`config.mk`:
```
export PLATFORM = sky130hd
export DESIGN_NAME = switch_debouncer
export DESIGN_NICKNAME = d
export VERILOG_FILES = /design/src/rtl/switch_debouncer_pkg.sv /design/src/rtl/switch_debouncer_sync_chain.sv /design/src/rtl/switch_debouncer.sv
export SDC_FILE = /design/constraint.sdc
export NUM_CORES = 1
export LEC_CHECK = 0
export CORE_ASPECT_RATIO = 1.4
export CORE_MARGIN = 2
export CORE_UTILIZATION = 40
export CTS_CLUSTER_DIAMETER = 200
export DETAILED_ROUTE_END_ITERATION = 6
export GPL_ROUTABILITY_DRIVEN = 0
export MAX_ROUTING_LAYER = met4
export PLACE_DENSITY = 0.6
export RECOVER_POWER = 25
export SLEW_MARGIN = 5
export SYNTH_ARGS = -nofsm -noshare
export SYNTH_HDL_FRONTEND = slang
export SYNTH_HIERARCHICAL = 1
export SYNTH_SLANG_ARGS = --single-unit
```
`constraint.sdc`:
```
create_clock -name clk -period 3.9 [get_ports clk]
set_input_delay 0.78 -clock clk [delete_from_list [all_inputs] [get_ports clk]]
set_output_delay 0.78 -clock clk [all_outputs]
set_load 0.01 [all_outputs]
```
`src/rtl/switch_debouncer_pkg.sv`:
```
// Shared types and defaults for the switch debouncer.
package swdb_pkg;

  typedef enum logic {
    IDLE  = 1'b0,
    COUNT = 1'b1
  } swdb_state_e;

  localparam int SWDB_SYNC_STAGES_DEF  = 2;
  localparam int SWDB_DEBOUNCE_SIM_DEF = 16;
  localparam int BOUNCE_CNT_W          = 8;

endpackage

```
`src/rtl/switch_debouncer_sync_chain.sv`:
```
// Plain flop chain synchroniser for asynchronous pins; no logic between stages.
module sync_chain #(
  parameter int WIDTH       = 1,
  parameter int SYNC_STAGES = 2
) (
  input  logic             clk,
  input  logic             rst,
  input  logic [WIDTH-1:0] d_i,
  output logic [WIDTH-1:0] q_o
);

  logic [SYNC_STAGES-1:0][WIDTH-1:0] sync_q;

  // shift the raw pins through the chain; stage 0 is the metastability catcher
  always_ff @(posedge clk) begin
    if (rst) sync_q <= '0;
    else     sync_q <= {sync_q[SYNC_STAGES-2:0], d_i};
  end

  assign q_o = sync_q[SYNC_STAGES-1];

endmodule

```
`src/rtl/switch_debouncer.sv`:
```
// Switch debouncer: synchronises raw board switches and commits a value only
// after DEBOUNCE_CYCLES identical samples, emitting a one-cycle valid pulse.
// Optional macro SWDB_REPORT_ON_RESET_EN: report the first qualified value
// after reset even if it equals the reset value.
module switch_debouncer
  import swdb_pkg::*;
#(
  parameter int WIDTH           = 2,
  parameter int SYNC_STAGES     = SWDB_SYNC_STAGES_DEF,
  parameter int DEBOUNCE_CYCLES = SWDB_DEBOUNCE_SIM_DEF,
  parameter int CNT_W           = $clog2(DEBOUNCE_CYCLES + 1)
) (
  input  logic                    clk,
  input  logic                    rst,
  input  logic [WIDTH-1:0]        swRaw,
  output logic [WIDTH-1:0]        dataOut,
  output logic                    outValid,
  output logic                    busy,
  output logic [BOUNCE_CNT_W-1:0] bounceCnt
);

  localparam logic [CNT_W-1:0] CNT_LAST = CNT_W'(DEBOUNCE_CYCLES - 1);

  logic [WIDTH-1:0]        syncd;
  swdb_state_e             state_q, state_d;
  logic [CNT_W-1:0]        cnt_q, cnt_d;
  logic [WIDTH-1:0]        cand_q, cand_d;
  logic [WIDTH-1:0]        data_q, data_d;
  logic                    valid_q, valid_d;
  logic [BOUNCE_CNT_W-1:0] bounce_q, bounce_d;
  logic                    first_q;
  logic                    differs;

  sync_chain #(
    .WIDTH       (WIDTH),
    .SYNC_STAGES (SYNC_STAGES)
  ) u_sync (
    .clk (clk),
    .rst (rst),
    .d_i (swRaw),
    .q_o (syncd)
  );

`ifdef SWDB_REPORT_ON_RESET_EN
  logic first_d;

  // first flag: set by reset, dropped at the first commit
  always_ff @(posedge clk) begin
    if (rst) first_q <= 1'b1;
    else     first_q <= first_d;
  end
`else
  assign first_q = 1'b0;
`endif

  // While first is set every sample counts as a change, so the power-up
  // position (even 0) is qualified and reported once. The same notion is used
  // in COUNT so a return to the reset value restarts qualification instead of
  // aborting.
  assign differs = (syncd != data_q) | first_q;

  // state, counters and outputs
  always_ff @(posedge clk) begin
    if (rst) begin
      state_q  <= IDLE;
      cnt_q    <= '0;
      cand_q   <= '0;
      data_q   <= '0;
      valid_q  <= 1'b0;
      bounce_q <= '0;
    end else begin
      state_q  <= state_d;
      cnt_q    <= cnt_d;
      cand_q   <= cand_d;
      data_q   <= data_d;
      valid_q  <= valid_d;
      bounce_q <= bounce_d;
    end
  end

  // qualification FSM: a candidate must hold for DEBOUNCE_CYCLES samples
  always_comb begin
    state_d  = state_q;
    cnt_d    = cnt_q;
    cand_d   = cand_q;
    data_d   = data_q;
    valid_d  = 1'b0;
    bounce_d = bounce_q;
`ifdef SWDB_REPORT_ON_RESET_EN
    first_d  = first_q;
`endif
    case (state_q)
      IDLE: begin
        if (differs) begin
          cand_d  = syncd;
          cnt_d   = CNT_W'(1);
          state_d = COUNT;
        end
      end
      COUNT: begin
        if (syncd == cand_q) begin
          if (cnt_q == CNT_LAST) begin
            data_d  = cand_q;
            valid_d = 1'b1;
            cnt_d   = '0;
            state_d = IDLE;
`ifdef SWDB_REPORT_ON_RESET_EN
            first_d = 1'b0;
`endif
          end else begin
            cnt_d = cnt_q + CNT_W'(1);
          end
        end else begin
          // any departure from the candidate is an aborted qualification
          if (bounce_q != '1) bounce_d = bounce_q + BOUNCE_CNT_W'(1);
          if (!differs) begin
            cnt_d   = '0;
            state_d = IDLE;
          end else begin
            cand_d = syncd;
            cnt_d  = CNT_W'(1);
          end
        end
      end
      default: state_d = IDLE;
    endcase
  end

  assign dataOut   = data_q;
  assign outValid  = valid_q;
  assign busy      = (state_q == COUNT);
  assign bounceCnt = bounce_q;

endmodule

```
### After elaboration in Yosys (flattened, before gate mapping)

Index checks and enable logic that the tools add are counted.

* word-level logic and storage cells: 34
* register bits: 23

* reductions and logical operators: 3
* multiplexer cells: 13
* equality and inequality tests: 6
* bitwise logic cells: 2
* $add $sub $neg: 2

Operators with widths (count)
* $mux W5: 3
* $pmux W5 S2: 1
* $add A8 B1 Y8 const B: 1
* $ne A8 B8 Y1 const B: 1
* $reduce_and A3 Y1: 2
* $add A5 B1 Y5 const B: 1
* $eq A5 B4 Y1 const B: 1
* $mux W1: 5
* $mux W2: 2
* $ne A2 B2 Y1 const B: 2
* $pmux W2 S2: 1
* $reduce_or A3 Y1: 1
* $eq A2 B2 Y1: 1
* $ne A2 B2 Y1: 1
* $not A1 Y1: 2
* $pmux W1 S2: 1

### Longest topological paths before layout

Gate-level depths: netlist of the first run.

* word-level depth: 4
* mapped depth: 6
* gate-level depth less buffers: 5

### Hierarchy

The synthesis of the first run kept the hierarchy.

By module, submodules not included
* switch_debouncer: cells an instance 103, times used 1, seq. area each 380.4 µm², area each 928.4 µm²
* sync_chain: cells an instance 10, times used 1, seq. area each 80.1 µm², area each 120.1 µm²

### Worst setup path before layout of the first run

Ideal clock, no wire load.

* path type: reg2reg
* start point: register cnt_q[0]
* end point: register data_q[0], in the netlist dataOut[0]
* slack: 2.268 ns
* period minus slack after synthesis: 1.632 ns
* arrival: 1.500 ns
* setup time: 0.132 ns
* stages on the path, launching flop included: 6
* buffers on the path: 0
* cells stage by stage: dfxtp_1 > ha_1 > and4b_1 > or4b_2 > nand2_1 > a21oi_1

* longest elaborated chain between the ends: 2

Ends and longest elaborated chain
* start: declaration: RTL line switch_debouncer.sv:26 `logic [CNT_W-1:0] cnt_q, cnt_d;`
* start signal: assignment: RTL line switch_debouncer.sv:73 `cnt_q <= cnt_d;`
* $eq A5 B4 Y1: RTL line switch_debouncer.sv:102 `if (cnt_q == CNT_LAST) begin`
* $reduce_and A3 Y1 (no source line)
* end signal: assignment: RTL line switch_debouncer.sv:75 `data_q <= data_d;`
* end: declaration: RTL line switch_debouncer.sv:28 `logic [WIDTH-1:0] data_q, data_d;`

No other way between the ends.
A chain may end at the register's enable or synchronous reset.

### Final worst setup path of the first run

* start point: register bounce_q[4], in the netlist bounceCnt[4]
* end point: output port bounceCnt[4]

RTL lines
* start: declaration: RTL line switch_debouncer.sv:30 `logic [BOUNCE_CNT_W-1:0] bounce_q, bounce_d;`
* start signal: assignment: RTL line switch_debouncer.sv:77 `bounce_q <= bounce_d;`
* end: declaration: RTL line switch_debouncer.sv:19 `output logic [BOUNCE_CNT_W-1:0] bounceCnt`

No word-level cell between the ends.

==> results.txt, run 1 <==
- The flow ran to the end, and the final reports show no timing, DRC or antenna violations.
- Summed over all failing endpoints, the final setup total negative slack is 0 ps.
- Row Count: 22
- TritonCTS built the clock tree.
- The net count of the finished layout is 134.
- Of the synthesized area, sequential elements account for 43.9%.
- Relative to the synthesized area, the layout overhead comes to 18.0%.
* Worst Reg-to-Reg Cells: 5
* Fraction of synthesized cell area taken by the top area cell type: 43.9%
* Total wire length after detailed routing: 1.95 mm
* Post-synthesis cell type count: 36
* Clock slew at the register clock pins of the worst setup and hold paths: 120 ps
* Count of warnings emitted by yosys: 6
- Initial antenna violation count: 0
* Top achievable clock speed: 471 MHz
- Measured along the x axis, the die boundary spans 47.3 µm.
- For the pin with the worst max-slew slack, the measured transition is 929 ps.
* CP Data Arrival Time: 1340 ps
- Along the worst hold path, the cell count comes to 1.
- VDD sags by at most 0.176 mV.
* Clock root buffer: sky130_fd_sc_hd__clkbuf_4
* Placeable core region: 2560 µm²
* CTS H-tree depth: 1
* Antenna Violating Nets Remaining: 0
* Pwr per Cell Area: 312 nW/µm²
* WHS Endpoint: u_sync/q_o[1]
* Latest clock arrival within the worst-skew pair: 310 ps
* Number of buffers inserted to repair setup after CTS: 0
* Gate count after technology mapping: 113
* Max-cap check violation count: 0
* Number of buffer and inverter instances along the worst setup path: 1
- The number of hold violations in the final report is 0.
* GRT overflow: 0
* Crit Reg-Reg Startpoint: cnt_q[0]
- Critical path class: flop to output port
- Kind of cell with the highest combined delay on the critical path: buffers and inverters
* Leading cell types in the layout, fill and taps excluded: sky130_fd_sc_hd__dfxtp_1, sky130_fd_sc_hd__clkdlybuf4s50_1, sky130_fd_sc_hd__a21oi_1, sky130_fd_sc_hd__nor2_1
* Number of buffer cells added on primary ports: 15
- In this run the register-to-register setup slack is 2020 ps.
- The startpoint identified for the worst hold timing path is u_sync/sync_q[1].
* Most common library cell in the layout ignoring fill and taps: sky130_fd_sc_hd__dfxtp_1
- Critical path data required time: 3120 ps
- For this design, the CTS-stage hold fixing added 0 buffers.
- Peak per-stage delay on the critical path: 580 ps
* Ratio of cells with drive above 1 in the final layout: 9.45%
* Slowest library cell on the worst path: sky130_fd_sc_hd__clkdlybuf4s50_1
- DR DRC count: 0
* Number of clock buffers inserted by TritonCTS: 3
* Overall via count from detail_route: 859
* Leakage power of the design: 0.426 nW
- Entering global routing, the biggest net connects 28 pins.
* Wire length on met3: 58 µm
- Vias in the first global route: 790
- Met2 wire length: 1.02 mm
* Crit Reg-Reg Endpoint: dataOut[0]
- Tot GR Track Use: 14.7%
* Largest cells by area after synthesis: sky130_fd_sc_hd__dfxtp_1, sky130_fd_sc_hd__a21oi_1, sky130_fd_sc_hd__nor2_1
- Area taken by multi-input logic gates: 547 µm²
- Setup violations remaining at the end of the flow were counted as 0.
* ANT cells: 0
- Initial DRT Pass Iterations: 4
- In the final routing, the length of wire on met1 measures 846 µm.
- Overall die height: 64.6 µm
- Max layer used: met4
- Starting Density: 41.0%
- In the final routed layout, each cell accounts on average for 12.0 µm.
* Fin. max-slew vios: 0
- Between clock sinks in the finished design, the worst skew comes to 2.52 ps.
- Relative max-transition margin: 37.8%
* Crit path cell chain: clkdlybuf4s50_1
- In this run the number of cells on the critical path is 1.
- Fraction of the core area covered by cells at the end of the flow: 48.3%
- In the routed layout, each cell is associated on average with a via count of 5.27.
- Flops & latches, synth: 23
* Largest area contributor in the synthesized netlist: sky130_fd_sc_hd__dfxtp_1
- Kind of end point of the critical path: output port
- After layout, the minimum clock period comes to 2120 ps.
- In this run the worst hold path is classified as flop to flop.
* Clock buffer depth: 2
* Share of the clock period used by the worst path after layout: 54.4%
* Syn nets: 119
- Counting the fill cells in the layout gives 267.
* Setup repair after global routing missed its margin: no
- The die covers 3050 µm².
- Total of cells resized after clock tree synthesis: 0
- STA classifies the critical path startpoint as a flop.
- Starting DRC count in detailed routing: 29
- Crit-path max FO: 7
- Netlist area before placement: 1050 µm²
* Average cell area after synthesis: 9.28 µm²
- Clock tree synthesis found a total of 23 sinks.
- The HPWL after detailed placement is 1.41 mm.
- In this run the count of I/O pins placed on the die edge is 16.
- Area taken by flip-flops and latches: 460 µm²
- The first global-routing pass estimated 3.22 mm of wire.
-- through the flow --
step	setup WS [ps]	total power, mW	area, µm²	std cells	hold slack (ps)
6_report	1780	0.386	1240	163	459
5_1_grt	1700	0.408	1240	163	479
4_1_cts	1760	0.395	1240	163	455
3_5_place_dp	1510	0.283	1210	159	423
3_3_place_gp	1540	0.282	1210	159	420
2_1_floorplan	2270	0.273	1050	113	414
-- worst max-delay path by stage --
stage | startpoint | end | slack (ps)
floorplan | cnt_q[0] | dataOut[0] | 2270
global route | rst | bounceCnt[5] | 1700
CTS | bounceCnt[4] | bounceCnt[4] | 1760
finish | bounceCnt[4] | bounceCnt[4] | 1780
global placement | rst | bounceCnt[5] | 1540
detailed placement | rst | bounceCnt[5] | 1510
-- registers in the layout (all words and copies together) (netlist names) --
signal         cells
bounceCnt          8
busy               1
cand_q             2
cnt_q              5
dataOut            2
outValid           1
u_sync/q_o         2
u_sync/sync_q      2
-- kinds of logic (layout without fill, tap and decap cells) --
logic type | count (synthesis) | after routing | synth area share, %
AOI/OAI and AO/OA | 22 | 22 | 12.6
DFF | 23 | 23 | 43.9
muxes | 6 | 6 | 6.09
adders and majority gates | 2 | 2 | 2.39
buffers and inverters | 7 | 21 | 3.94
xor gates and xnor gates | 4 | 4 | 4.77
and+or+nand+nor | 49 | 49 | 26.3
-- where the power goes --
| group | internal, mW | switching (mW) | leakage (nW) |
|---|---|---|---|
| logic | 0.0143 | 0.0179 | 0.222 |
| clock network | 0.0383 | 0.0706 | 0.0177 |
| registers | 0.240 | 0.00488 | 0.187 |
-- cells in the mapped netlist --
cell                       count
sky130_fd_sc_hd__nand3b_1      3
sky130_fd_sc_hd__a21oi_1      12
sky130_fd_sc_hd__nand2_1       5
sky130_fd_sc_hd__nor2b_1       6
sky130_fd_sc_hd__nor3b_1       1
sky130_fd_sc_hd__mux2_1        2
sky130_fd_sc_hd__o32a_2        1
sky130_fd_sc_hd__xor2_1        2
sky130_fd_sc_hd__buf_6         1
sky130_fd_sc_hd__or3_1         2
sky130_fd_sc_hd__or4b_2        1
sky130_fd_sc_hd__a32oi_1       1
sky130_fd_sc_hd__nor2_1       11
sky130_fd_sc_hd__inv_1         2
sky130_fd_sc_hd__xor2_2        2
sky130_fd_sc_hd__a22oi_1       1
sky130_fd_sc_hd__a31oi_1       1
sky130_fd_sc_hd__mux2i_1       3
sky130_fd_sc_hd__buf_4         2
sky130_fd_sc_hd__and4b_1       1
sky130_fd_sc_hd__dfxtp_1      23
sky130_fd_sc_hd__o21ai_0       3
sky130_fd_sc_hd__nor3_2        1
sky130_fd_sc_hd__nor4_1        2
sky130_fd_sc_hd__nor3_1        2
sky130_fd_sc_hd__mux2_2        1
sky130_fd_sc_hd__nand2b_1      2
sky130_fd_sc_hd__or4_1         2
sky130_fd_sc_hd__clkbuf_1      1
sky130_fd_sc_hd__buf_1         1
sky130_fd_sc_hd__or2_2         1
sky130_fd_sc_hd__o21ai_2       1
sky130_fd_sc_hd__o31ai_1       2
sky130_fd_sc_hd__nand3_1       6
sky130_fd_sc_hd__ha_1          2
sky130_fd_sc_hd__nand4_1       3
-- per-layer routing --
layer,vias to the layer above,GRT usage (%)
met5,-,-
met4,0,7.64
met3,4,1.95
met2,17,24.8
met1,408,15.6
li1,430,-
-- area by class of cell --
cell class	count	area share, %
sequential	23	37.2
clock buffer	3	1.82
multi-input combinational	83	44.2
inverter	2	0.607
timing repair buffer	15	12.1
clock inverter	1	0.404
tap	36	3.64
(Power assumes the default switching activity.)
==> inputs of run 2 (changes only) <==
- PLACE_DENSITY: 0.6 -> 0.63
- clock period: 3.9 -> 1.9 ns (I/O delays scaled with it)
==> results.txt, run 2 (synthesis gave the netlist of run 1 again) <==
- Leakage power of the design: 0.429 nW
- The final layout contains routed wiring with a total length of 1.81 mm.
- Gates resized during post-CTS repair numbered 0.
- Buffers inserted to repair hold after CTS numbered 0.
* Area taken by flip-flops and latches: 460 µm²
* Number of buffer cells added on primary ports: 15
* Clock tree from TritonCTS: built
* Status: complete, no violations
* Overall via count from detail_route: 822
- In this run the number of H-tree levels came out at 1.
- The initial utilization of the core area, before any placement, comes to 41.0%.
- DR DRC count: 0
- After floorplanning, the core was divided into 22 placement rows.
- Pwr per Cell Area: 633 nW/µm²
- The number of hold violations in the final report is 0.
* Setup tns final: 0 ps
* Total of endpoints with negative setup slack in the final report: 0
- Critical path data required time: 2090 ps
- Clock latency on the worst-skew pair, taken at its later pin, is 300 ps.
- Overall die height: 64.6 µm
* DPL Wire Length: 1.32 mm
- 16 I/O pins were placed.
* Share of the clock period used by the worst path after layout: 94.2%
* Leading cell types in the layout, fill and taps excluded: sky130_fd_sc_hd__dfxtp_1, sky130_fd_sc_hd__clkdlybuf4s50_1, sky130_fd_sc_hd__a21oi_1, sky130_fd_sc_hd__nor2_1
- Antenna Violating Nets Remaining: 0
* Nature of the critical path startpoint: flop
- Buffers inserted during clock tree synthesis total 3.
- Counting every sink on the clock net gives 23.
* Post-Layout Cell Count: 165
- Before antenna repair, the detailed router went through 4 iterations.
* # nets final: 136
- Minimum setup slack in the final design: 109 ps
* Fin. max-slew vios: 0
- On the final layout, the worst clock skew is 1.95 ps.
- Placeable core region: 2560 µm²
- After filler insertion, the fill cell instance count of the layout stands at 245.
- Starting DRC count in detailed routing: 10
- Max-cap check violation count: 0
- The register with the most flip-flops in the layout has 8 of them.
- Clock slew at the register clock pins of the worst setup and hold paths: 120 ps
- For this run, the top clock speed supported by timing is 558 MHz.
- Number of placed instances with taps included: 161
- GRT overflow: 0
* Tot GR Track Use: 15.0%
- Relative max-transition margin: 62.4%
- From left edge to right edge, the die measures 47.3 µm.
- 0 antenna diodes ended up in the layout.
* Most common library cell in the layout ignoring fill and taps: sky130_fd_sc_hd__dfxtp_1
- Initial antenna violation count: 0
- The clock period could shrink to 1790 ps.
- Ratio of cells with drive above 1 in the final layout: 9.30%
- Clock buffer depth: 2
- Setup slack on the worst flop-to-flop path: 110 ps
* Clock root buffer: sky130_fd_sc_hd__clkbuf_4
- First-pass GRT wire length: 3.41 mm
- Traced cell by cell, the critical path runs through ha_1 > and4b_1 > or4b_2 > nand2_1 > a21oi_1.
- IR analysis of the VDD net gives a maximum drop of 0.336 mV.
* Number of buffers inserted to repair setup after CTS: 0
* Kind of end point of the critical path: flop
* CP Data Arrival Time: 1980 ps
- Peak per-stage delay on the critical path: 640 ps
* Via-per-instance ratio: 4.98
* DIE AREA: 3050 µm²
- On the critical path, the stage with the largest delay is an instance of sky130_fd_sc_hd__or4b_2.
- Critical path class: flop to flop
- For the pin with the worst max-slew slack, the measured transition is 561 ps.
- Setup repair after global routing left no endpoint under its margin.
* Placement Setup Slack: 141 ps
- Area taken by multi-input logic gates: 547 µm²
- In this run the worst hold path is classified as flop to flop.
* Drt wl/cell: 11.0 µm
- Pin count of the biggest net entering global routing: 14
- The number of global-route vias before repair came to 822.
- Crit-path max FO: 4
* Syn-to-layout area delta: 19.0%
run 2: cell count changes in the layout (fill, tap and decap cells not counted):
cell                       delta
sky130_fd_sc_hd__buf_4        +1
sky130_fd_sc_hd__clkbuf_1     +2
sky130_fd_sc_hd__clkinv_2     -1
run 2: metal layers:
| metal | GRT usage (%) | part of all wire [%] | vias up |
|---|---|---|---|
| met2 | 23.8 | 47 | 15 |
| met1 | 19.3 | 50 | 363 |
| met3 | 1.67 | 2.8 | 2 |
| met4 | 5.21 | 0.77 | 0 |
| li1 | - | - | 442 |
| met5 | - | 0 | - |
run 2: area by class of cell:
cell class / count / area share, %
Tap cell: 36 / 3.61
Clock buffer: 4 / 2.11
Inverter: 2 / 0.602
Timing Repair Buffer: 17 / 12.9
Sequential cell: 23 / 36.9
Multi-Input combinational cell: 83 / 43.8
run 2: power breakdown:
part / internal [mW] / switching, mW
combinational: 0.0311 / 0.0364
clock: 0.0817 / 0.138
sequential: 0.493 / 0.00954
run 2: final timing paths:
| path | start | endpoint | cells after the start |
|---|---|---|---|
| max | cnt_q[0] | dataOut[0] | 5 |
| max reg2reg | cnt_q[0] | dataOut[0] | 5 |
| min reg2reg | u_sync/sync_q[0] | u_sync/q_o[0] | 1 |
| min | u_sync/sync_q[0] | u_sync/q_o[0] | 1 |
run 2: critical path, delay by kind of cell, from the launching register on:
kind / cells / cell delay, ps
AND/OR/NAND/NOR: 3 / 990
AO/OA/AOI/OAI: 1 / 60
flip-flops: 1 / 390
adder cells (fa/ha/maj): 1 / 230
run 2: metrics by stage:
stage | hold WS [ps] | area [µm²] | total power, mW | util, %
final | 448 | 1250 | 0.789 | 48.7
after CTS | 451 | 1250 | 0.807 | 48.9
after detailed placement | 420 | 1220 | 0.583 | 47.8
after global routing | 476 | 1250 | 0.839 | 48.7
after global placement | 416 | 1220 | 0.581 | 47.8
after floorplan | 414 | 1050 | 0.561 | -
